File: config.mk
export PLATFORM = sky130hd
export DESIGN_NAME = serial_adder_sub
export DESIGN_NICKNAME = d
export VERILOG_FILES = /design/src/rtl/serial_adder_sub.sv
export SDC_FILE = /design/constraint.sdc
export NUM_CORES = 1
export LEC_CHECK = 0
export CAP_MARGIN = 20
export CORE_MARGIN = 2
export CORE_UTILIZATION = 45
export DETAILED_ROUTE_END_ITERATION = 10
export DONT_BUFFER_PORTS = 1
export PLACE_DENSITY = 0.63
export REMOVE_ABC_BUFFERS = 1
export SLEW_MARGIN = 10
export SYNTH_ARGS = -nofsm -noshare
export SYNTH_HDL_FRONTEND = slang
export SYNTH_SLANG_ARGS = --single-unit
File: constraint.sdc
create_clock -name clock_in -period 3.95 [get_ports clock_in]
set_input_delay 0.1975 -clock clock_in [delete_from_list [all_inputs] [get_ports clock_in]]
set_output_delay 0.1975 -clock clock_in [all_outputs]
set_load 0.01 [all_outputs]
File: src/rtl/serial_adder_sub.sv
// Digit-serial two's-complement adder/subtractor: WIDTH bits, CHUNK bits per clock, LSB chunk first.
// Optional ADDSUB_SAT_EN: saturate s_out to signed max/min on signed overflow.
module serial_adder_sub #(
  parameter int WIDTH = 32,
  parameter int CHUNK = 8
) (
  input  logic             clock_in,
  input  logic             reset_n_in,
  input  logic [WIDTH-1:0] a_in,
  input  logic [WIDTH-1:0] b_in,
  input  logic             op_in,
  input  logic             in_valid,
  output logic             in_ready,
  output logic [WIDTH-1:0] s_out,
  output logic             cb_out,
  output logic             ov_out,
  output logic             z_out,
  output logic             out_valid,
  input  logic             out_ready
);

  localparam int N  = WIDTH / CHUNK;
  localparam int CW = (N > 1) ? $clog2(N) : 1;
  localparam logic [CW-1:0] LAST = CW'(N - 1);

  localparam logic [1:0] ST_IDLE = 2'd0;
  localparam logic [1:0] ST_RUN  = 2'd1;
  localparam logic [1:0] ST_DONE = 2'd2;

  if (WIDTH % CHUNK != 0) begin : g_bad_cfg
    $error("serial_adder_sub: WIDTH must be a multiple of CHUNK");
  end

  logic [1:0]       state;
  logic [CW-1:0]    cnt;
  logic             carry;
  logic [WIDTH-1:0] a_reg;
  logic [WIDTH-1:0] b_reg;   // B already inverted for subtraction

  int               base;
  logic [CHUNK:0]   chunk_sum;
  logic [WIDTH-1:0] s_next;
  logic [WIDTH-1:0] s_final;
  logic             ov_next;
  logic             accept;

  assign in_ready = (state == ST_IDLE) | ((state == ST_DONE) & out_ready);
  assign accept   = in_valid & in_ready;

  // NOTE: every always_comb output gets a default assignment first, so no path leaves it unassigned and no latch is inferred.
  always_comb begin
    base      = int'(cnt) * CHUNK;
    chunk_sum = {1'b0, a_reg[base +: CHUNK]} + {1'b0, b_reg[base +: CHUNK]}
              + {{CHUNK{1'b0}}, carry};
    s_next    = s_out;
    s_next[base +: CHUNK] = chunk_sum[CHUNK-1:0];
    // Only meaningful on the last chunk, when s_next holds the complete sum.
    ov_next   = (a_reg[WIDTH-1] == b_reg[WIDTH-1]) & (s_next[WIDTH-1] != a_reg[WIDTH-1]);
    s_final   = s_next;
`ifdef ADDSUB_SAT_EN
    if (ov_next) begin
      s_final = a_reg[WIDTH-1] ? {1'b1, {(WIDTH-1){1'b0}}} : {1'b0, {(WIDTH-1){1'b1}}};
    end
`endif
  end

  // NOTE: sequential state uses non-blocking assignments so every register samples pre-edge values.
  // NOTE: operand registers are reset too; they are few flops and a clean reset keeps s_out deterministic.
  always_ff @(posedge clock_in or negedge reset_n_in) begin
    if (!reset_n_in) begin
      state     <= ST_IDLE;
      cnt       <= '0;
      carry     <= 1'b0;
      a_reg     <= '0;
      b_reg     <= '0;
      s_out     <= '0;
      cb_out    <= 1'b0;
      ov_out    <= 1'b0;
      z_out     <= 1'b0;
      out_valid <= 1'b0;
    end else begin
      case (state)
        ST_IDLE: begin
          if (accept) begin
            a_reg <= a_in;
            b_reg <= b_in ^ {WIDTH{op_in}};
            carry <= op_in;
            cnt   <= '0;
            state <= ST_RUN;
          end
        end
        ST_RUN: begin
          carry <= chunk_sum[CHUNK];
          cnt   <= cnt + 1'b1;
          if (cnt == LAST) begin
            s_out     <= s_final;
            cb_out    <= chunk_sum[CHUNK];
            ov_out    <= ov_next;
            z_out     <= ~|s_final;
            out_valid <= 1'b1;
            state     <= ST_DONE;
          end else begin
            s_out <= s_next;
          end
        end
        ST_DONE: begin
          if (out_ready) begin
            out_valid <= 1'b0;
            if (in_valid) begin
              a_reg <= a_in;
              b_reg <= b_in ^ {WIDTH{op_in}};
              carry <= op_in;
              cnt   <= '0;
              state <= ST_RUN;
            end else begin
              state <= ST_IDLE;
            end
          end
        end
        default: state <= ST_IDLE;
      endcase
    end
  end

endmodule
# After elaboration in Yosys (flattened, before gate mapping)
# Cells that the tools add are included.
[classes]
add_sub_neg = 4
n_eq_ne = 9
shift = 4
mux = 25
bitwise = 5
reduce_logical = 11
[op_table]
columns = ["cell", "n"]
rows = [
  ["$mux W32", 6],
  ["$pmux W32 S2", 2],
  ["$shiftx A32 B6 Y8", 2],
  ["$neg A5 Y33", 1],
  ["$shift A8 B33 Y32 const A", 1],
  ["$shiftx A8 B33 Y32", 1],
  ["$bwmux W32", 1],
  ["$reduce_or A32 Y1", 1],
  ["$xor A32 B32 Y32", 1],
  ["$mux W2", 6],
  ["$pmux W2 S3", 2],
  ["$add A8 B8 Y9", 1],
  ["$add A9 B1 Y9", 1],
  ["$ne A2 B2 Y1 const B", 4],
  ["$reduce_and A4 Y1", 2],
  ["$mux W1", 6],
  ["$reduce_and A3 Y1", 2],
  ["$eq A2 B2 Y1 const B", 2],
  ["$reduce_bool A2 Y1", 2],
  ["$and A1 B1 Y1", 3],
  ["$pmux W1 S3", 1],
  ["$reduce_bool A3 Y1", 1],
  ["$add A2 B1 Y2 const B", 1],
  ["$eq A2 B1 Y1 const B", 1],
  ["7 further kinds", 7],
]
[totals]
reg_bits = 105
in_bits = 69
output_inout_bits = 37

# Depth between registers and ports, before layout
# Gate-level depths: netlist of run 1.
[depth]
depth_word = 7
mapped_depth = 12
mapped_depth_nobuf = 10

# Worst setup path before layout of run 1
# Ideal clock, no wire load.
[synth_path]
kind = "register to register"
start = "register cnt[0]"
end = "register z_out"
setup_time_ns = 0.122
arrival_ns = 3.277
required_time_ns = 3.828
slack_ns = 0.551
stages_incl_launch_ff = 13
path_buffers = 2
synth_period_minus_slack_ns = 3.399
path_cell_list = "dfrtp_1 > clkbuf_1 > buf_2 > mux4_2 > fa_1 > inv_1 > fa_1 > nand2b_1 > a21oi_1 > o221ai_1 > o311ai_1 > or2_0 > a32o_1"
[synth_between]
elab_chain_len = 7
[synth_rtl]
columns = ["element", "line_no", "rtl"]
rows = [
  ["start, declared", "35", "logic [CW-1:0] cnt;"],
  ["start signal, assigned", "94", "cnt <= cnt + 1'b1;"],
  ["$shiftx A32 B6 Y8", "53", "chunk_sum = {1'b0, a_reg[base +: CHUNK]} + {1'b0, b_reg[base +: CHUNK]}"],
  ["$add A8 B8 Y9", "53", ""],
  ["$add A9 B1 Y9", "54", "+ {{CHUNK{1'b0}}, carry};"],
  ["$shiftx A8 B33 Y32", "56", "s_next[base +: CHUNK] = chunk_sum[CHUNK-1:0];"],
  ["$bwmux W32", "56", ""],
  ["$reduce_or A32 Y1", "99", "z_out <= ~|s_final;"],
  ["$logic_not A1 Y1", "99", ""],
  ["end signal, assigned", "99", ""],
  ["end, declared", "17", "output logic z_out,"],
]
# Parallel ways exist; a longest one is shown, timed or not.
# A chain may end at the register's enable or synchronous reset.

# Worst setup path after layout of run 1
[layout_path]
start = "register cnt[0]"
end = "register ov_out"
[layout_between]
elab_chain_len = 7
[layout_rtl]
columns = ["element", "line_no", "rtl"]
rows = [
  ["$shiftx A32 B6 Y8", "53", ""],
  ["$add A8 B8 Y9", "53", ""],
  ["$add A9 B1 Y9", "54", ""],
  ["$shiftx A8 B33 Y32", "56", ""],
  ["$bwmux W32", "56", ""],
  ["$ne A1 B1 Y1", "58", "ov_next = (a_reg[WIDTH-1] == b_reg[WIDTH-1]) & (s_next[WIDTH-1] != a_reg[WIDTH-1]);"],
  ["$and A1 B1 Y1", "58", ""],
  ["end signal, assigned", "98", "ov_out <= ov_next;"],
  ["end, declared", "16", "output logic ov_out,"],
]
# Parallel ways exist; a longest one is shown, timed or not.

==> impl_metrics.env, run 1 <==
export IMPL_worstHoldPathType="input port to register"
export IMPL_first_pass_grt_wire_length_um=20880
export IMPL_floorplan_io_pins=106
export IMPL_dieArea_sq_mm=0.01259
export IMPL_end_kind="register"
export IMPL_worstHoldPathCells=2
export IMPL_top_layer="met4"
export IMPL_wl_met1_um=5732
export IMPL_mean_post_synth_cell_area_sq_um=9.939
export IMPL_r2r_start="cnt[0]"
export IMPL_cts_setup_buffers=0
export IMPL_cts_htree_levels=3
export IMPL_cts_buffers_inserted=9
export IMPL_tritoncts_clock_tree="built"
export IMPL_gr_total_overflow=0
export IMPL_ir_drop_mv=0.5617
export IMPL_min_period_ns=3.265
export IMPL_drt_drc_violations_left=0
export IMPL_ys_top_cells_by_count="sky130_fd_sc_hd__nand2_1, sky130_fd_sc_hd__dfrtp_1, sky130_fd_sc_hd__o21ai_1"
export IMPL_fp_dieH_um=112.2
export IMPL_grt_setup_unrepaired="false"
export IMPL_synth_edff_count=0
export IMPL_clockPowerShare_pct=15.6
export IMPL_antennaDiodeCount=0
export IMPL_numPortBuffers=0
export IMPL_clock_insertion_delay_worst_skew_ns=0.35
export IMPL_power_leakage_nw=2.766
export IMPL_die_x_um=112.2
export IMPL_cp_data_arrival_time_ns=3.53
export IMPL_finClkSkew_ns=0.007309
export IMPL_yosys_most_used_dff="sky130_fd_sc_hd__dfrtp_1"
export IMPL_detailed_place_hpwl_um=8965
export IMPL_yosysWarnings=0
export IMPL_wl_per_cell_um=18.07
export IMPL_grt_usage_pct=21.00
export IMPL_clock_root_buffer="sky130_fd_sc_hd__clkbuf_16"
export IMPL_yosysMostFrequentCell="sky130_fd_sc_hd__nand2_1"
export IMPL_areaGrowthSynthToFinish_pct=16.10
export IMPL_fillers=1028
export IMPL_post_synth_main_area_contributors="sky130_fd_sc_hd__dfrtp_1, sky130_fd_sc_hd__nand2_1, sky130_fd_sc_hd__mux4_2"
export IMPL_first_pass_iters=4
export IMPL_number_of_nets_in_the_finished_design=642
export IMPL_worst_ep_required_time_ns=4.22
export IMPL_drt_total_wl_um=12760
export IMPL_route_vias_total=3944
export IMPL_share_of_async_settable_or_async_resettable_flops_after_synthesis_pct=100.0
export IMPL_min_to="b_reg[27]"
export IMPL_ff2ff_setup_slack_ns=0.68
export IMPL_met3_length_um=879
export IMPL_tritoncts_num_sinks=105
export IMPL_r2r_end="ov_out"
export IMPL_via_count_of_the_first_global_routing_pass=3964
export IMPL_place_gp_congestion=0.8327
export IMPL_synth_yosys_seq_area_share_pct=49.88
export IMPL_netlist_area_leader_share_pct=49.88
export IMPL_synth_cell_types=54
export IMPL_setup_viol=0
export IMPL_tightest_hold_margin_ns=0.02560
export IMPL_cts_reportedPaths_clkPinSlew_ns=0.07
export IMPL_post_synth_inst_count=530
export IMPL_timing_final_max_slew_violations=0
export IMPL_p_per_area_mw_per_mm2=1062
export IMPL_grt_max_degree=106
export IMPL_relSlewSlack_pct=36.30
export IMPL_synth_top_cell_by_area="sky130_fd_sc_hd__dfrtp_1"
export IMPL_min_period_over_period_pct=82.66
export IMPL_total_switching_power_mw=2.897
export IMPL_clock_tree_buffer_depth=2
export IMPL_start_util_pct=46.13
export IMPL_antenna_found_initial=0
export IMPL_worstSetupPathType="register to register"
export IMPL_run_status="completed"
export IMPL_power_share_sequential_pct=29.5
export IMPL_postSynthRegisterBits=105
export IMPL_wl_met2_um=5888
export IMPL_mappedNetlistArea_sq_mm=0.005268
export IMPL_internal_power_mw=3.598
export IMPL_final_hold_viol_count=0
export IMPL_switching_share_pct=44.60
export IMPL_critical_path_startpoint_type="register"
export IMPL_coreArea_sq_mm=0.01142
export IMPL_worst_r2r_cell_count=10
export IMPL_worstMarginPinSlew_ns=0.9556
export IMPL_setup_tns_final_ns=0
export IMPL_avgViaCountPerCell=5.586
export IMPL_worst_hold_startpoint="b_in[27]"
export IMPL_layout_drive_gt1_share_pct=8.703
export IMPL_critical_path_max_fanout=13
export IMPL_number_of_nets_still_failing_antenna_checks_after_routing=0
export IMPL_number_of_drc_violations_after_detailed_routing_iteration_0=220
export IMPL_comb_power_share_pct=54.9
export IMPL_fmax_ghz=0.3063
export IMPL_cap_violations=0
export IMPL_fp_row_count=39
layer usage:
metal,vias up,GRT usage (%)
met5,-,0
met4,0,6.423
met3,19,5.670
met2,117,32.61
met1,1916,29.08
li1,1892,-
repair_timing:
item                                   4_1_cts  5_1_grt
hold buffers                                34        0
resized for setup                            0        0
endpoints found under the hold margin      137        0
power by group through the flow:
stage / Clock, mW / Sequential, mW / Combinational, mW
2_1_floorplan: 0 / 1.86 / 2.29
3_3_place_gp: 0 / 1.93 / 3.39
3_5_place_dp: 0 / 1.94 / 3.50
4_1_cts: 1.03 / 1.92 / 3.57
5_1_grt: 1.08 / 1.98 / 3.93
6_report: 1.01 / 1.91 / 3.57
worst max-delay path by stage:
stage | from | end | slack (ns)
after global placement | cnt[0] | z_out | 0.90
after floorplan | cnt[0] | z_out | 0.41
after CTS | cnt[0] | ov_out | 0.68
after global routing | cnt[0] | ov_out | 0.49
after detailed placement | cnt[0] | ov_out | 0.73
final | cnt[0] | ov_out | 0.68
worst max-delay path: stages (launching register included):
cell	delay [ns]
sky130_fd_sc_hd__dfrtp_1	0.51
sky130_fd_sc_hd__buf_4	0.31
sky130_fd_sc_hd__mux4_2	0.53
sky130_fd_sc_hd__ha_1	0.40
sky130_fd_sc_hd__a21oi_1	0.33
sky130_fd_sc_hd__a21boi_1	0.15
sky130_fd_sc_hd__a211oi_2	0.23
sky130_fd_sc_hd__buf_4	0.19
sky130_fd_sc_hd__a21oi_2	0.07
sky130_fd_sc_hd__or3_1	0.31
sky130_fd_sc_hd__a21oi_1	0.14
layout by cell type, fill, tap and decap left out, drive strengths merged, types with 4 or more instances in the layout:
cell	n
nand2	156
dfrtp	105
o21ai	55
xnor2	33
dlygate4sd3	33
a22o	19
mux4	16
a21oi	15
ha	13
nor2	12
buf	11
clkbuf	11
nor4	9
inv	8
nand2b	6
nand3	6
or3	4
logic make-up after synthesis:
family	count (synthesis)	share of synthesized area [%]
AND/OR/NAND/NOR	211	17.27
AO/OA/AOI/OAI	111	13.35
flip-flops	105	49.88
XOR/XNOR	36	5.986
buffers and inverters	35	2.613
multiplexers	17	7.055
adder cells (fa/ha/maj)	15	3.848
cell type report:
cell class | instances | area, sq um | area share, %
Sequential cell | 105 | 2628 | 42.96
Multi-Input combinational cell | 390 | 2510 | 41.04
Timing Repair Buffer | 44 | 432.9 | 7.079
Clock buffer | 11 | 232.7 | 3.805
Tap cell | 143 | 178.9 | 2.926
Clock inverter | 5 | 103.9 | 1.698
Inverter | 8 | 30.03 | 0.4910
metrics by stage:
step / power [mW] / util (%) / instances / area (sq um) / worst slack (ns)
6_report: 6.495 / 53.56 / 706 / 6116 / 0.6848
5_1_grt: 6.982 / 53.56 / 706 / 6116 / 0.4857
4_1_cts: 6.518 / 53.56 / 706 / 6116 / 0.6838
3_5_place_dp: 5.439 / 47.48 / 656 / 5421 / 0.7252
3_3_place_gp: 5.323 / 47.48 / 656 / 5421 / 0.8955
2_1_floorplan: 4.148 / - / 503 / 5160 / 0.4071
Note: power is estimated with default switching activity, not from simulation.
==> run 2, diff against run 1 <==
==> constraint.sdc (replaced) <==
create_clock -name clock_in -period 3.42 [get_ports clock_in]
set_input_delay 0.171 -clock clock_in [delete_from_list [all_inputs] [get_ports clock_in]]
set_output_delay 0.171 -clock clock_in [all_outputs]
set_load 0.01 [all_outputs]
==> run 2 against run 1 <==
Effect of this change:
- register-to-register slack got worse by 0.38 ns
- via count increased by 1.4%
- die area unchanged
- maximum frequency increased by 4.8%
- sequential power increased by 16%
- worst hold slack got worse by 0.023 ns
- count of clock-buffer cells in the layout increased by 2
- setup slack got worse by 0.38 ns
- non-clock buffer count increased by 22
- routed wire length decreased by 1.0%
- utilization increased by 1.3 points
- cell count increased by 3.1%
==> impl_metrics.env, run 2 (synthesis gave the netlist of run 1 again) <==
export IMPL_min_period_ns=3.115
export IMPL_tightest_hold_margin_ns=0.002831
export IMPL_final_cell_mix="sky130_fd_sc_hd__nand2_1, sky130_fd_sc_hd__dfrtp_1, sky130_fd_sc_hd__dlygate4sd3_1, sky130_fd_sc_hd__o21ai_1, sky130_fd_sc_hd__xnor2_1"
export IMPL_critical_path_startpoint_type="register"
export IMPL_final_area_sq_mm=0.006265
export IMPL_comb_power_share_pct=57.4
export IMPL_clockPowerShare_pct=12.7
export IMPL_worstMarginPinSlew_ns=0.9701
export IMPL_layout_drive_gt1_share_pct=8.376
export IMPL_number_of_drc_violations_after_detailed_routing_iteration_0=296
export IMPL_critical_path_cell_chain="buf_12 -> mux4_2 -> ha_1 -> a21oi_1 -> o211ai_1 -> a211oi_2 -> a21oi_2 -> or3_1 -> a21oi_1"
export IMPL_cts_setup_buffers=0
export IMPL_path_buf_inv=1
export IMPL_detailed_place_hpwl_um=8881
export IMPL_drt_drc_violations_left=0
export IMPL_clock_tree_buffer_depth=2
export IMPL_cp_top_family="compound AO/OA/AOI/OAI gates"
export IMPL_dieArea_sq_mm=0.01259
export IMPL_numPortBuffers=0
export IMPL_power_share_sequential_pct=30.0
export IMPL_cts_buffers_inserted=9
export IMPL_wl_per_cell_um=17.35
export IMPL_tritoncts_num_sinks=105
export IMPL_floorplan_io_pins=106
export IMPL_tritoncts_clock_tree="built"
export IMPL_end_kind="register"
export IMPL_largest_stage_delay_worst_path_ns=0.53
export IMPL_cp_data_arrival_time_ns=3.40
export IMPL_cts_repair_resized=0
export IMPL_cts_htree_levels=3
export IMPL_relSlewSlack_pct=35.33
export IMPL_start_util_pct=46.13
export IMPL_final_instance_count_excl_fill=728
export IMPL_multiInputGateArea_sq_mm=0.002510
export IMPL_first_pass_grt_wire_length_um=20960
export IMPL_gr_total_overflow=0
export IMPL_final_hold_viol_count=0
export IMPL_cts_reportedPaths_clkPinSlew_ns=0.07
export IMPL_run_status="completed"
export IMPL_worstSetupPathType="register to register"
export IMPL_clock_insertion_delay_worst_skew_ns=0.35
export IMPL_clock_root_buffer="sky130_fd_sc_hd__clkbuf_16"
export IMPL_place_gp_congestion=0.8601
export IMPL_fp_row_count=39
export IMPL_timing_final_max_slew_violations=0
export IMPL_cap_violations=0
export IMPL_die_x_um=112.2
export IMPL_antennaDiodeCount=0
export IMPL_fmax_ghz=0.3211
export IMPL_avgViaCountPerCell=5.492
export IMPL_drt_total_wl_um=12630
export IMPL_ir_drop_mv=0.7139
export IMPL_final_common_cell="sky130_fd_sc_hd__nand2_1"
export IMPL_postLayoutSetupSlackWorst_ns=0.3054
export IMPL_internal_power_mw=4.023
export IMPL_areaGrowthSynthToFinish_pct=18.93
export IMPL_min_period_over_period_pct=91.07
export IMPL_number_of_nets_still_failing_antenna_checks_after_routing=0
export IMPL_first_pass_iters=4
export IMPL_layout_area_seq_sq_mm=0.002628
export IMPL_worst_ep_required_time_ns=3.70
export IMPL_grt_usage_pct=21.29
export IMPL_worstHoldPathType="input port to register"
export IMPL_grt_setup_unrepaired="false"
export IMPL_coreArea_sq_mm=0.01142
export IMPL_grt_max_degree=106
export IMPL_cp_slowest_cell="sky130_fd_sc_hd__dfrtp_1"
export IMPL_setup_viol=0
export IMPL_switching_share_pct=45.38
export IMPL_antenna_found_initial=0
export IMPL_finClkSkew_ns=0.007503
export IMPL_postPlaceCellArea_sq_mm=0.005449
export IMPL_via_count_of_the_first_global_routing_pass=4007
export IMPL_crit_path_frequent_cell="sky130_fd_sc_hd__a21oi_1"
export IMPL_fp_dieH_um=112.2
export IMPL_critical_path_max_fanout=12
export IMPL_hold_buffers=54
export IMPL_power_leakage_nw=2.824
export IMPL_number_of_nets_in_the_finished_design=664
export IMPL_total_switching_power_mw=3.342
export IMPL_preCtsSetupSlack_ns=0.3329
export IMPL_route_vias_total=3998
export IMPL_fillers=1023
export IMPL_post_place_cells=658
export IMPL_p_per_area_mw_per_mm2=1176
export IMPL_finalPower_mw=7.366
## run 2: changes by cell type in the layout (fill, tap and decap cells not counted), sizes merged
cell	change
clkbuf	+2
clkinvlp	+1
buf	+2
dlygate4sd3	+20
bufinv	-3
## run 2: path summary, 6_finish.rpt
check / start / to / slack, ns / depth (start not counted)
min: b_in[7] / b_reg[7] / 0.003 / 2
min in group asynchronous: reset_n_in / s_out[16] / 0.37 / 2
max reg2reg: cnt[0] / ov_out / 0.31 / 9
max: cnt[0] / ov_out / 0.31 / 9
min reg2reg: a_reg[12] / a_reg[12] / 0.48 / 2
max in group asynchronous: reset_n_in / a_reg[2] / 2.56 / 2
## run 2: area by class of cell
cell class	instances	share of cell area, %
Inverter	8	0.4793
Clock inverter	3	0.2796
Clock buffer	13	3.835
Tap cell	143	2.856
Multi-Input combinational cell	390	40.06
Sequential cell	105	41.94
Timing Repair Buffer	66	10.55
## run 2: power groups by stage
stage | combinational (mW) | clock (mW) | sequential (mW)
after CTS | 4.21 | 0.957 | 2.21
final | 4.23 | 0.933 | 2.21
after floorplan | 2.65 | 0 | 2.15
after global placement | 4.00 | 0 | 2.23
after detailed placement | 4.12 | 0 | 2.23
after global routing | 4.67 | 1.00 | 2.28
## run 2: through the flow
step / util, % / setup TNS, ns
final: 54.87 / 0
after detailed placement: 47.72 / 0
after CTS: 54.87 / 0
after global placement: 47.72 / 0
after floorplan: - / -0.1509
after global routing: 54.87 / 0
## run 2: routing by layer
metal	wire, um	GRT usage [%]
met3	745	5.130
met5	0	0
met2	5947	33.94
met1	5714	28.88
met4	223	7.154
